===== src/rtl/div_16bit_seq.sv =====
// rtl/div_16bit_seq.sv - Iterative restoring divider, one quotient bit per cycle
// Optional two's complement operation is enabled by defining SIGNED_DIV_EN.
module div_16bit_seq #(
    parameter int WIDTH = 16
) (
    input  logic             clk,
    input  logic             rst_n,
    input  logic             start,
    input  logic [WIDTH-1:0] dividend,
    input  logic [WIDTH-1:0] divisor,
    output logic             busy,
    output logic             done,
    output logic [WIDTH-1:0] quotient,
    output logic [WIDTH-1:0] remainder,
    output logic             Error
);

    localparam int             CW   = $clog2(WIDTH);
    localparam logic [CW-1:0]  LAST = CW'(WIDTH - 1);
    localparam logic [WIDTH-1:0] ONE = WIDTH'(1);

    typedef enum logic [1:0] {IDLE, RUN, DONE} state_t;

    state_t           state, state_nxt;
    logic [CW-1:0]    cnt;
    logic [WIDTH-1:0] rem_r, dvd_r, dsr_r;
    logic             accept, div_zero, last_iter;
    logic [WIDTH:0]   shifted, diff;
    logic [WIDTH-1:0] rem_nxt, dvd_nxt;
    logic [WIDTH-1:0] dd_mag, ds_mag;
    logic [WIDTH-1:0] q_fin, r_fin;
    logic             err_fin;

    assign accept    = start && (state != RUN);
    assign div_zero  = (divisor == '0);
    assign last_iter = (state == RUN) && (cnt == LAST);
    assign busy      = (state == RUN);
    assign done      = (state == DONE);

    // One restoring step: the sign of the W+1 bit difference decides restore vs keep.
    assign shifted = {rem_r, dvd_r[WIDTH-1]};
    assign diff    = shifted - {1'b0, dsr_r};
    assign rem_nxt = diff[WIDTH] ? shifted[WIDTH-1:0] : diff[WIDTH-1:0];
    assign dvd_nxt = {dvd_r[WIDTH-2:0], ~diff[WIDTH]};

`ifdef SIGNED_DIV_EN
    logic q_neg_r, r_neg_r, sat_r;

    assign dd_mag = dividend[WIDTH-1] ? (~dividend + ONE) : dividend;
    assign ds_mag = divisor[WIDTH-1]  ? (~divisor + ONE)  : divisor;

    always_comb begin
        q_fin   = q_neg_r ? (~dvd_nxt + ONE) : dvd_nxt;
        r_fin   = r_neg_r ? (~rem_nxt + ONE) : rem_nxt;
        err_fin = 1'b0;
        // Most negative over -1 has no representable quotient.
        if (sat_r) begin
            q_fin   = {1'b0, {(WIDTH-1){1'b1}}};
            r_fin   = '0;
            err_fin = 1'b1;
        end
    end

    always_ff @(posedge clk or negedge rst_n) begin
        if (!rst_n) begin
            q_neg_r <= 1'b0;
            r_neg_r <= 1'b0;
            sat_r   <= 1'b0;
        end else if (accept && !div_zero) begin
            q_neg_r <= dividend[WIDTH-1] ^ divisor[WIDTH-1];
            r_neg_r <= dividend[WIDTH-1];
            sat_r   <= (dividend == {1'b1, {(WIDTH-1){1'b0}}}) && (divisor == '1);
        end
    end
`else
    assign dd_mag = dividend;
    assign ds_mag = divisor;

    always_comb begin
        q_fin   = dvd_nxt;
        r_fin   = rem_nxt;
        err_fin = 1'b0;
    end
`endif

    always_ff @(posedge clk or negedge rst_n) begin
        if (!rst_n) state <= IDLE;
        else        state <= state_nxt;
    end

    always_comb begin
        state_nxt = state;
        case (state)
            IDLE, DONE: begin
                if (start) state_nxt = div_zero ? DONE : RUN;
                else       state_nxt = IDLE;
            end
            RUN:     if (cnt == LAST) state_nxt = DONE;
            default: state_nxt = IDLE;
        endcase
    end

    always_ff @(posedge clk or negedge rst_n) begin
        if (!rst_n) begin
            cnt       <= '0;
            rem_r     <= '0;
            dvd_r     <= '0;
            dsr_r     <= '0;
            quotient  <= '0;
            remainder <= '0;
            Error     <= 1'b0;
        end else if (accept) begin
            if (div_zero) begin
                quotient  <= '1;
                remainder <= dividend;
                Error     <= 1'b1;
            end else begin
                dvd_r <= dd_mag;
                dsr_r <= ds_mag;
                rem_r <= '0;
                cnt   <= '0;
            end
        end else if (state == RUN) begin
            rem_r <= rem_nxt;
            dvd_r <= dvd_nxt;
            cnt   <= cnt + CW'(1);
            if (last_iter) begin
                quotient  <= q_fin;
                remainder <= r_fin;
                Error     <= err_fin;
            end
        end
    end

endmodule


===== config.mk =====
export PLATFORM = sky130hd
export DESIGN_NAME = div_16bit_seq
export DESIGN_NICKNAME = d
export VERILOG_FILES = /design/src/rtl/div_16bit_seq.sv
export SDC_FILE = /design/constraint.sdc
export NUM_CORES = 1
export LEC_CHECK = 0
export CAP_MARGIN = 20
export CORE_MARGIN = 1
export CORE_UTILIZATION = 56
export CTS_BUF_LIST = sky130_fd_sc_hd__clkbuf_4 sky130_fd_sc_hd__clkbuf_8
export CTS_CLUSTER_SIZE = 14
export DETAILED_ROUTE_END_ITERATION = 12
export GPL_TIMING_DRIVEN = 0
export MAX_ROUTING_LAYER = met4
export PLACE_DENSITY = 0.82
export SYNTH_ARGS = -nofsm -noshare
export SYNTH_HDL_FRONTEND = slang
export SYNTH_SLANG_ARGS = --single-unit

===== constraint.sdc =====
create_clock -name clk -period 7.95 [get_ports clk]
set_input_delay 1.1925 -clock clk [delete_from_list [all_inputs] [get_ports clk]]
set_output_delay 1.1925 -clock clk [all_outputs]
set_load 0.05 [all_outputs]

==> results.py <==
metrics = {
    "outcome": {
        "status": "complete, no violations",
    },
    "drt": {
        "dr.pass1.iters": 5,
        "wl_per_cell_um": 17.0,
        "num_vias": 4168,
        "drcViolationCount": 0,
        "drt-total-wl_mm": 12.0,
        "final_antenna_net_count": 0,
        "drtIter0Drc": 335,
        "routed_via_density": 5.89,
    },
    "setup_path": {
        "worst_setup_path_end_kind": "primary output",
        "reg2reg_depth": 11,
        "cp.required_ps": 6760,
        "crit_fanout": 10,
        "path_class": "reg2out",
        "critical_path_arrival_ps": 2470,
        "cp-start-kind": "register",
    },
    "yosys": {
        "synth_area_leader_cell": "dfrtp_1",
        "synthCells": 517,
        "synth_area_leaders": "dfrtp_1 (46%), nor2_1 (5.7%), nand2_1 (5.3%), a21oi_1 (4.8%), ha_1 (4.5%)",
        "synth_edf_count": 0,
        "synth_nets": 570,
        "ys_types": 51,
        "synth_top_area_share": 0.463,
        "syn_avg_cell_area_sq_um": 9.09,
        "synth_seq_area_share": 0.463,
        "ys_ff_latch": 87,
        "ys_warn_count": 0,
        "synth_area_sq_um": 4700,
        "async_flop_share": 1.00,
        "ys.flop_type": "dfrtp_1",
    },
    "global_routing": {
        "grt_max_degree": 50,
        "grt_usage": 0.302,
        "grt_pass1_vias": 4110,
        "antenna_found_initial": 0,
        "grt_pass1_wl_mm": 19.5,
        "grt_overflow": 0,
    },
    "clocking": {
        "cts_root_buf": "clkbuf_8",
        "clock_path_buffers": 2,
        "ctsHoldBuffers": 0,
        "tritoncts": "built",
        "clock_latency_ps": 380,
        "cts_htree_levels": 3,
        "numCtsBuffers": 9,
        "clk_pin_slew_ps": 90,
        "cts_resized": 0,
        "clkSinkCount": 87,
        "post_cts.repair.setup_buffers": 0,
    },
    "sta": {
        "rsz0062_at_grt": "false",
        "slew_headroom": 0.543,
        "fin_crit_sh": 0.461,
        "slew_violations": 0,
        "fin_tns_setup_ps": 0,
        "timing.fmax_mhz": 273,
        "setup_viol": 0,
        "hold_viol_final": 0,
        "skew_ps": 15.5,
        "whs_ps": 511,
        "tightest_slew_ps": 683,
        "final.min_clock_period_ps": 3660,
    },
    "flow_run": {
        "max_cap_violations": 0,
    },
    "floorplanning": {
        "initial_utilization": 0.575,
        "die_h_um": 93.6,
        "pin_count": 70,
        "num_rows": 33,
        "fp.dieW_um": 93.6,
        "die_area_sq_um": 8760,
        "coreArea_sq_um": 8180,
    },
    "layout": {
        "n_antenna_cell": 0,
        "final_nets": 651,
        "drive_gt1_frac": 0.0746,
        "layout_commonest_cell": "dfrtp_1",
        "area_growth_syn_to_layout_pct": 22.1,
        "ff_latch_area_sq_um": 2180,
        "multi_input_comb_area_sq_um": 2340,
        "nFillCells": 629,
        "layout_common_cells": "dfrtp_1 (87), nor2_1 (71), clkdlybuf4s50_1 (68)",
    },
    "min_path": {
        "hp-class": "reg2reg",
        "holdPathStages": 1,
    },
    "placement": {
        "port_buffers": 69,
        "dp_hpwl_mm": 9.21,
        "place_congestion": 0.913,
    },
}
==> cell families (layout without fill, tap and decap cells) <==
kind of cell               count (synthesis)  after routing  synth area share
adders and majority gates                 18             18            0.0495
buffers and inverters                     45            131            0.0389
and+or+nand+nor                          179            179             0.164
DFF                                       87             87             0.463
xor gates and xnor gates                  17             17            0.0357
AOI/OAI and AO/OA                        143            143             0.185
muxes                                     28             28            0.0639
==> worst paths after layout <==
check	startpoint	end	slack (ps)
setup / recovery	state[0]$_DFFE_PN0P_	busy	4290
hold / removal	state[0]$_DFFE_PN0P_	state[0]$_DFFE_PN0P_	510
setup reg to reg	dvd_r[15]$_DFFE_PN0P_	remainder[7]$_DFFE_PN0P_	4570
hold reg to reg	state[0]$_DFFE_PN0P_	state[0]$_DFFE_PN0P_	510
max in group asynchronous	rst_n	rem_r[7]$_DFFE_PN0P_	6540
min in group asynchronous	rst_n	quotient[11]$_DFFE_PN0P_	780
==> metal layers <==
| layer | wire length [um] | vias to the layer above | global-route usage |
|---|---|---|---|
| met1 | 5120 | 2005 | 0.369 |
| met3 | 731 | 21 | 0.0577 |
| met5 | 0 | - | - |
| met4 | 229 | 0 | 0.0987 |
| li1 | - | 1978 | - |
| met2 | 5950 | 164 | 0.505 |
==> Yosys cell counts, drive strengths merged, types with 5 or more instances <==
library cell / n
nor3: 6
mux2: 16
buf: 5
clkbuf: 21
o221ai: 5
nor2: 71
nand2b: 9
dfrtp: 87
or3: 7
a31oi: 21
mux2i: 12
a21o: 7
inv: 18
xor2: 9
xnor2: 8
o21ai: 43
nand2: 66
ha: 17
a21oi: 46
==> per-stage QoR <==
step	setup slack, ps	instances	cell area, sq um	utilization
after floorplan	5130	517	4700	-
after CTS	4290	708	5730	0.701
after global routing	4120	708	5730	0.701
final	4290	708	5730	0.701
after detailed placement	3950	692	5550	0.678
after global placement	2660	691	5520	0.675
==> state kept, by name, summed over array words and instances (netlist names) <==
| signal | flops |
|---|---|
| dsr_r | 16 |
| dvd_r | 16 |
| quotient | 16 |
| rem_r | 16 |
| remainder | 16 |
| cnt | 4 |
| state | 2 |
| Error | 1 |
==> cell type report <==
| type | count | share of cell area |
|---|---|---|
| clock inverter | 6 | 0.00895 |
| inverter | 19 | 0.0124 |
| sequential | 87 | 0.380 |
| timing repair buffer | 70 | 0.125 |
| tap | 105 | 0.0229 |
| buffer | 26 | 0.0194 |
| clock buffer | 10 | 0.0240 |
| multi-input combinational | 385 | 0.408 |
==> critical path, stage by stage, from the launching register on <==
cell,delay (ps)
dfrtp_1,410
nand2b_1,170
clkbuf_1,390
clkinv_1,340
clkdlybuf4s50_1,780
Power is left out: the tool's default activity adds up to more than one toggle a clock period on the data nets, which glitch-free logic cannot reach.
